**src/rtl/pcpu_mdu.sv**
```systemverilog
`default_nettype none
// ============================================================================
//  Module      : pcpu_mdu
//  Description : Iterative multiply/divide unit for the PCPU EX stage.
//                Radix-2 shift-add multiply and restoring divide on operand
//                magnitudes, sign fix-up in a final cycle, owns HI/LO.
//  Revision    : 1.0  initial release
// ============================================================================
module pcpu_mdu #(
    parameter int WIDTH = 32
) (
    input  logic             clk,
    input  logic             rstn,
    input  logic             start,
    input  logic [2:0]       op,
    input  logic [WIDTH-1:0] a,
    input  logic [WIDTH-1:0] b,
    input  logic             flush,
    output logic             busy,
    output logic             done,
    output logic [WIDTH-1:0] hi,
    output logic [WIDTH-1:0] lo
);

    localparam int            CW          = $clog2(WIDTH + 1);
    localparam logic [CW-1:0] c_last_step = CW'(WIDTH - 1);

    localparam logic [2:0] c_op_mult  = 3'd0;
    localparam logic [2:0] c_op_multu = 3'd1;
    localparam logic [2:0] c_op_div   = 3'd2;
    localparam logic [2:0] c_op_divu  = 3'd3;
    localparam logic [2:0] c_op_mthi  = 3'd4;
    localparam logic [2:0] c_op_mtlo  = 3'd5;

    typedef enum logic [1:0] {
        S_IDLE = 2'd0,
        S_CALC = 2'd1,
        S_FIX  = 2'd2
    } state_t;

    state_t           r_state;
    logic             r_busy;
    logic             r_done;
    logic [WIDTH-1:0] r_hi;
    logic [WIDTH-1:0] r_lo;
    logic [CW-1:0]    r_count;

    // r_acc: product high half / partial remainder
    // r_shf: multiplier shifting out, product low half / dividend shifting out, quotient
    // r_opnd: multiplicand / divisor magnitude
    logic [WIDTH-1:0] r_acc;
    logic [WIDTH-1:0] r_shf;
    logic [WIDTH-1:0] r_opnd;
    logic [WIDTH-1:0] r_a_orig;
    logic             r_is_div;
    logic             r_neg_res;
    logic             r_neg_rem;
    logic             r_b_zero;

    logic             w_signed_op;
    logic             w_a_neg;
    logic             w_b_neg;
    logic [WIDTH-1:0] w_a_mag;
    logic [WIDTH-1:0] w_b_mag;
    logic [WIDTH:0]   w_sum;
    logic [WIDTH:0]   w_trial;
    logic [2*WIDTH-1:0] w_prod;
    logic [2*WIDTH-1:0] w_prod_fix;
    logic [WIDTH-1:0] w_quot_fix;
    logic [WIDTH-1:0] w_rem_fix;

    // Operand decode, magnitudes, one datapath step and the final sign fix-up
    always_comb begin
        w_signed_op = (op == c_op_mult) || (op == c_op_div);
        w_a_neg     = w_signed_op & a[WIDTH-1];
        w_b_neg     = w_signed_op & b[WIDTH-1];
        w_a_mag     = w_a_neg ? (~a + 1'b1) : a;
        w_b_mag     = w_b_neg ? (~b + 1'b1) : b;

        // Multiply step: conditionally add the multiplicand into the high half
        w_sum       = {1'b0, r_acc} + {1'b0, (r_shf[0] ? r_opnd : {WIDTH{1'b0}})};
        // Divide step: trial subtract of divisor from remainder shifted left by one
        w_trial     = {r_acc, r_shf[WIDTH-1]} - {1'b0, r_opnd};

        w_prod      = {r_acc, r_shf};
        w_prod_fix  = r_neg_res ? (~w_prod + 1'b1) : w_prod;
        w_quot_fix  = r_neg_res ? (~r_shf + 1'b1) : r_shf;
        w_rem_fix   = r_neg_rem ? (~r_acc + 1'b1) : r_acc;
    end

    // Control FSM plus datapath and HI/LO registers
    always_ff @(posedge clk or negedge rstn) begin
        if (!rstn) begin
            r_state   <= S_IDLE;
            r_busy    <= 1'b0;
            r_done    <= 1'b0;
            r_hi      <= '0;
            r_lo      <= '0;
            r_count   <= '0;
            r_acc     <= '0;
            r_shf     <= '0;
            r_opnd    <= '0;
            r_a_orig  <= '0;
            r_is_div  <= 1'b0;
            r_neg_res <= 1'b0;
            r_neg_rem <= 1'b0;
            r_b_zero  <= 1'b0;
        end else begin
            r_done <= 1'b0;
            if (flush) begin
                // Kill wins over everything, including a start or a pending write-back
                r_state <= S_IDLE;
                r_busy  <= 1'b0;
            end else begin
                case (r_state)
                    S_IDLE: begin
                        if (start) begin
                            case (op)
                                c_op_mult, c_op_multu: begin
                                    r_acc     <= '0;
                                    r_shf     <= w_b_mag;
                                    r_opnd    <= w_a_mag;
                                    r_is_div  <= 1'b0;
                                    r_neg_res <= w_a_neg ^ w_b_neg;
                                    r_neg_rem <= 1'b0;
                                    r_b_zero  <= (b == '0);
                                    r_a_orig  <= a;
                                    r_count   <= '0;
                                    r_busy    <= 1'b1;
                                    r_state   <= S_CALC;
                                end
                                c_op_div, c_op_divu: begin
                                    r_acc     <= '0;
                                    r_shf     <= w_a_mag;
                                    r_opnd    <= w_b_mag;
                                    r_is_div  <= 1'b1;
                                    r_neg_res <= w_a_neg ^ w_b_neg;
                                    r_neg_rem <= w_a_neg;
                                    r_b_zero  <= (b == '0);
                                    r_a_orig  <= a;
                                    r_count   <= '0;
                                    r_busy    <= 1'b1;
                                    r_state   <= S_CALC;
                                end
                                c_op_mthi: r_hi <= a;
                                c_op_mtlo: r_lo <= a;
                                default: ;
                            endcase
                        end
                    end
                    S_CALC: begin
                        if (r_is_div) begin
                            if (!w_trial[WIDTH]) begin
                                r_acc <= w_trial[WIDTH-1:0];
                                r_shf <= {r_shf[WIDTH-2:0], 1'b1};
                            end else begin
                                r_acc <= {r_acc[WIDTH-2:0], r_shf[WIDTH-1]};
                                r_shf <= {r_shf[WIDTH-2:0], 1'b0};
                            end
                        end else begin
                            r_acc <= w_sum[WIDTH:1];
                            r_shf <= {w_sum[0], r_shf[WIDTH-1:1]};
                        end
                        r_count <= r_count + CW'(1);
                        if (r_count == c_last_step) begin
                            r_state <= S_FIX;
                        end
                    end
                    S_FIX: begin
                        if (!r_is_div) begin
                            r_hi <= w_prod_fix[2*WIDTH-1:WIDTH];
                            r_lo <= w_prod_fix[WIDTH-1:0];
                        end else if (r_b_zero) begin
                            // Divide by zero returns all-ones quotient and the raw dividend
                            r_hi <= r_a_orig;
                            r_lo <= {WIDTH{1'b1}};
                        end else begin
                            r_hi <= w_rem_fix;
                            r_lo <= w_quot_fix;
                        end
                        r_done  <= 1'b1;
                        r_busy  <= 1'b0;
                        r_state <= S_IDLE;
                    end
                    default: begin
                        r_state <= S_IDLE;
                        r_busy  <= 1'b0;
                    end
                endcase
            end
        end
    end

    assign busy = r_busy;
    assign done = r_done;
    assign hi   = r_hi;
    assign lo   = r_lo;

endmodule
`default_nettype wire
```
**config.mk**
```make
export PLATFORM = sky130hd
export DESIGN_NAME = pcpu_mdu
export DESIGN_NICKNAME = d
export VERILOG_FILES = /design/src/rtl/pcpu_mdu.sv
export SDC_FILE = /design/constraint.sdc
export NUM_CORES = 1
export LEC_CHECK = 0
export BUFFER_PORTS_ARGS = -buffer_cell sky130_fd_sc_hd__buf_2
export CAP_MARGIN = 25
export CORE_UTILIZATION = 51
export DETAILED_ROUTE_END_ITERATION = 7
export PLACE_DENSITY_LB_ADDON = 0.3
export SLEW_MARGIN = 20
export SYNTH_ARGS = -nofsm -noshare
export SYNTH_HDL_FRONTEND = slang
export SYNTH_SLANG_ARGS = --single-unit
```
**constraint.sdc**
```tcl
create_clock -name clk -period 7.34 [get_ports clk]
set_clock_uncertainty 0.05 [all_clocks]
set_input_delay 0.734 -clock clk [delete_from_list [all_inputs] [get_ports clk]]
set_output_delay 0.734 -clock clk [all_outputs]
set_load 0.005 [all_outputs]
```
### After elaboration in Yosys (flattened, before gate mapping)

Index checks and enable logic that the tools add are counted.

* memory bits (writable): 0
* output and inout bits: 66
* memory bits (read-only): 0
* register bits after elaboration: 206
* memories kept: 0
* logic and storage cells: 109
* input bits: 71
* bits in latches: 0

* multipliers: 0
* eq/ne operators: 17
* shifts and indexed selects: 0
* add/subtract/negate cells: 8
* bitwise gates (word level): 9
* reductions and logical operators: 18
* multiplexer cells: 43
* magnitude comparators: 0
* div/mod/pow operators: 0

Operators by type and width (count)
* $mux W32: 19
* $pmux W32 S2: 6
* $add A32 B1 Y32 const B: 4
* $not A32 Y32: 4
* $add A64 B1 Y64 const B: 1
* $mux W64: 1
* $not A64 Y64: 1
* $add A32 B32 Y33: 1
* $sub A33 B32 Y33: 1
* $logic_not A32 Y1: 1
* $reduce_and A4 Y1: 6
* $mux W6: 2
* $pmux W6 S2: 1
* $ne A3 B3 Y1 const B: 3
* $mux W2: 4
* $add A6 B1 Y6 const B: 1
* $eq A3 B2 Y1 const B: 2
* $eq A3 B3 Y1 const B: 2
* $eq A6 B5 Y1 const B: 1
* $mux W1: 6
* $ne A2 B2 Y1 const B: 3
* $pmux W1 S2: 3
* $reduce_and A3 Y1: 2
* $reduce_bool A2 Y1: 3
* 14 further kinds: 17

### Longest topological paths before layout

* depth after elaboration: 7
* gate-level depth with buffers: 14
* mapped depth without buffers: 13

### Worst setup path before layout

OpenSTA, ideal clock, no wires.

* kind: register -> register
* start: register r_shf[31]
* end: register r_acc[0]
* clock period less this slack: 3350 ps
* path buffers: 1
* arrival time: 3209 ps
* path slack: 3990 ps
* required time: 7199 ps
* cell stages (with the launch flop): 14
* setup time: 91 ps
* path through: dfrtp_1 > inv_1 > ha_1 > fa_1 > nand2b_1 > a21oi_2 > o211ai_1 > and3_1 > o41a_1 > o22ai_1 > a211o_1 > buf_6 > mux2_1 > o221ai_1

* longest elaborated chain between the ends: 4

RTL lines
* start, declared: line 52 `logic [WIDTH-1:0] r_shf;`
* start signal, assigned: line 121 `r_shf <= w_b_mag;`
* start signal, assigned: line 134 `r_shf <= w_a_mag;`
* start signal, assigned: line 155 `r_shf <= {r_shf[WIDTH-2:0], 1'b1};`
* $sub A33 B32 Y33: line 83 `w_trial = {r_acc, r_shf[WIDTH-1]} - {1'b0, r_opnd};`
* $mux W32 *: line 153 `if (!w_trial[WIDTH]) begin`
* $mux W32 *: line 152 `if (r_is_div) begin`
* $pmux W32 S2 *: line 115 `case (r_state)`
* end signal, assigned: line 154 `r_acc <= w_trial[WIDTH-1:0];`
* end signal, assigned: line 157 `r_acc <= {r_acc[WIDTH-2:0], r_shf[WIDTH-1]};`
* end signal, assigned: line 161 `r_acc <= w_sum[WIDTH:1];`
* end, declared: line 51 `logic [WIDTH-1:0] r_acc;`

Every way passes the cells marked *; elsewhere a longest branch is shown, timed or not.
A chain may end at the register's enable or synchronous reset.

### Worst setup path after layout

Same ends and word-level chain as after synthesis.

==> impl_table.tex <==
\begin{tabular}{lr}
\hline
Metric & Value \\
\hline
\multicolumn{2}{l}{\textbf{Outcome}} \\
Status & finished, final reports clean \\
\multicolumn{2}{l}{\textbf{Synthesis}} \\
Warnings, synthesis & 0 \\
Number of flops mapped to enable cells by yosys & 0 \\
Post-synth net total & 2378 \\
Leading register cell type out of synthesis & dfrtp\_1 \\
Post-synthesis cell area & $\sim$17000 um2 \\
Seq/Total Area, Yosys & 0.300 \\
Number of synthesized register bits & 206 \\
Distinct cells, synth & a little under 80 \\
Number of instances in the synthesized netlist & 2236 \\
Asr flop ratio synth & 1.00 \\
Mean instance size in the synthesized netlist & 7.67 um2 \\
\multicolumn{2}{l}{\textbf{Routing}} \\
Number of vias per cell after detailed routing & 6.46 \\
Pre-antenna DRT Iters & 6 \\
Detailed-route via count & 17625 \\
Met3 layer wire length in the routed design & 6180 um \\
Number of violations reported at the end of detailed-routing iteration 0 & 1895 \\
Highest metal layer used by the detailed router & met4 \\
Per-cell routed wire length & 23.2 um \\
Total DRC errors in the routed layout & 0 \\
Final ANT Viol Nets & 0 \\
Final Routed Wirelength & approximately 63000 um \\
Detailed-routed wire length on met2 & about 27000 um \\
Met1 Routed Length & 26400 um \\
\multicolumn{2}{l}{\textbf{CTS}} \\
CTS tree & done \\
Htree depth & 1 \\
Clk\_lat worst skew & 0.54 ns \\
Number of clock sinks & 206 \\
Post CTS Setup Buffer Count & 0 \\
CTS root buf & clkbuf\_16 \\
Clock-pin slew of the registers on the worst-case setup and hold paths & 0.06 ns \\
Hold Buf Count CTS & 0 \\
Deepest clock path buffer count & 3 \\
Resized Gates After CTS & 0 \\
Number of buffers created by CTS & 25 \\
\multicolumn{2}{l}{\textbf{Worst hold path}} \\
Hold/Removal Path Class & input pin to asynchronous set/reset pin \\
\multicolumn{2}{l}{\textbf{STA}} \\
Final hold vios & 0 \\
Maximum achievable frequency & 235 MHz \\
Setup repair after global routing missed its margin & false \\
Max Slew Vio Count & 0 \\
Minimum clock period after layout & 4.26 ns \\
Slew at the pin with the worst max-slew slack & 0.978 ns \\
Aggregate negative setup slack & 0 ns \\
Final-report setup violation count & 0 \\
Rel. slew slack & 0.346 \\
Final critical-path share of the clock period & 0.580 \\
Hold Slack & 0.139 ns \\
\multicolumn{2}{l}{\textbf{Worst setup path}} \\
Buf/Inv on CP & 2 \\
Endpoint of the worst register-to-register path & r\_acc[0] \\
Critical-path cell with the highest stage delay & o41a\_1 \\
Critical path start-end classification & flip-flop to flip-flop \\
Worst reg2reg setup slack & 3.08 ns \\
Critical path startpoint & r\_shf[31] \\
Critical Path Sink Type & flip-flop \\
Instance count on the critical path & 13 \\
Startpoint type of the worst setup path & flip-flop \\
CP Data Required Time & 7.72 ns \\
Reg-to-Reg Start & r\_shf[31] \\
Capturing element of the worst setup path & r\_acc[0] \\
Crit path arrival time & 4.64 ns \\
Maximum fanout along the worst path & 30 \\
Delay of the slowest cell on the worst path & 0.51 ns \\
Gate family responsible for the most delay along the worst path & compound AO/OA/AOI/OAI gates \\
Worst-path cell chain & inv\_1 > ha\_1 > fa\_1 > nand2b\_1 > a21oi\_2 > o211ai\_1 > and3\_1 > o41a\_1 > o22ai\_1 > a211o\_1 > buf\_4 > mux2\_1 > o221ai\_1 \\
Path depth of the worst reg2reg path & 13 \\
\multicolumn{2}{l}{\textbf{Pwr}} \\
Switching portion of total power & 0.470 \\
Sequential share of power & 0.278 \\
Design internal power & 3600 uW \\
Power share of the combinational group & 0.531 \\
Leakage power total & 0.00848 uW \\
Clock share of power & 0.191 \\
Cell area power density & roughly 360 nW/um2 \\
Net Switching & between 3000 and 4000 uW \\
Worst IR Drop VDD & around 0.19 mV \\
\multicolumn{2}{l}{\textbf{Final layout}} \\
Most frequent cells in the layout & 352 x nand2\_1, 247 x o21ai\_0, 205 x dfrtp\_1 \\
Post-synthesis to final-layout area growth & 10.4\% \\
Fraction of layout instances using a drive strength above 1 & 0.107 \\
Number of nets in the layout & 2412 \\
Area of all placed cells without fillers & 18900 um2 \\
Number of diodes added for antenna fixing & 0 \\
Most frequent standard cell in the layout excluding fill and tap cells & nand2\_1 \\
\multicolumn{2}{l}{\textbf{Floorplanning}} \\
Row count & 66 \\
Boundary Pins & 137 \\
Total Die Area & 34400 um2 \\
Initial Utilization & 0.523 \\
Core ar. & 32800 um2 \\
Width of the die & 185 um \\
Die height & 185 um \\
\multicolumn{2}{l}{\textbf{Placed design}} \\
Weighted congestion at the end of routability-driven global placement & 0.980 \\
HPWL after DPL & between 40000 and 50000 um \\
Count of input and output buffers & 136 \\
Placed Area & 18000 um2 \\
\multicolumn{2}{l}{\textbf{Run}} \\
Number of maximum-capacitance constraint violations & 0 \\
\multicolumn{2}{l}{\textbf{Global route}} \\
Total global-route track usage & 0.370 \\
Wire length of the first global-routing pass & 96500 um \\
Maximum number of pins on one net before global-route repair & 84 \\
Number of global-route vias before repair & 16362 \\
Remaining Overflow, GRT & 0 \\
Initial antenna violation count & 0 \\
\hline
\end{tabular}
-- final cells by class --
| cell class | instances | area, um2 |
|---|---|---|
| Clock buffer | 31 | 688 |
| Sequential cell | 206 | 5160 |
| Multi-Input combinational cell | 1816 | 11200 |
| Tap cell | 442 | 553 |
| Fill cell | 3145 | 13800 |
| Timing Repair Buffer | 163 | 920 |
| Clock inverter | 14 | 159 |
| Inverter | 58 | 218 |
-- synthesized netlist by cell type, types with 21 or more instances --
| cell type | number | share of area |
|---|---|---|
| xor2_1 | 67 | 0.034 |
| o211ai_1 | 36 | 0.016 |
| xnor2_1 | 121 | 0.062 |
| inv_1 | 57 | 0.012 |
| ha_1 | 69 | 0.050 |
| mux2i_1 | 72 | 0.042 |
| a21oi_1 | 167 | 0.049 |
| a22oi_1 | 26 | 0.011 |
| o22ai_1 | 39 | 0.014 |
| dfrtp_1 | 206 | 0.30 |
| a31oi_1 | 23 | 0.0084 |
| o31ai_1 | 26 | 0.011 |
| a21o_1 | 30 | 0.013 |
| o21ai_0 | 249 | 0.073 |
| nand2b_1 | 21 | 0.0077 |
| clkbuf_1 | 141 | 0.031 |
| nor3_1 | 40 | 0.012 |
| nand3_1 | 26 | 0.0076 |
| nand2_1 | 353 | 0.077 |
| nor2_1 | 178 | 0.039 |
-- through the flow --
stage,utilization,std cells,power (uW),setup WS [ns]
2_1_floorplan,-,2236,4310,3.99
4_1_cts,0.576,2728,6680,2.89
3_3_place_gp,0.550,2683,5330,2.97
3_5_place_dp,0.550,2683,5380,2.93
6_report,0.578,2730,6800,3.08
5_1_grt,0.578,2730,7210,2.89
-- state kept, by name (all words and copies together), names as in the netlist, 2 cells and up --
name and cells:
lo 32, r_count 6, hi 32, r_a_orig 32
r_state 2, r_opnd 32, r_shf 32, r_acc 32
-- routing by layer --
layer / vias up / global-route usage
li1: 8074 / -
met1: 8435 / 0.503
met2: 938 / 0.548
met3: 178 / 0.0712
met4: 0 / 0.207
met5: - / 0
-- power by group through the flow --
stage,Clock [uW],Sequential (uW),Combinational [uW]
3_5_place_dp,0,1880,3500
2_1_floorplan,0,1630,2680
4_1_cts,1300,1860,3520
6_report,1300,1890,3610
5_1_grt,1340,1910,3950
3_3_place_gp,0,1870,3460
-- how the worst min path moves through the flow --
stage / end / depth (start not counted)
6_report: r_a_orig[12] / 1
5_1_grt: r_a_orig[7] / 1
4_1_cts: r_a_orig[7] / 1
3_5_place_dp: r_a_orig[11] / 2
3_3_place_gp: r_a_orig[11] / 2
2_1_floorplan: busy / 0
-- logic make-up (layout without fill, tap and decap cells) --
family / Yosys count / in the layout / share of synthesized area
simple gates: 750 / 750 / 0.196
fa+ha+maj: 71 / 71 / 0.0526
compound gates: 727 / 727 / 0.260
mux: 80 / 80 / 0.0473
buf+inv: 214 / 266 / 0.0478
xor+xnor: 188 / 188 / 0.0960
flops: 206 / 206 / 0.300
Note: power is estimated with default switching activity, not from simulation.
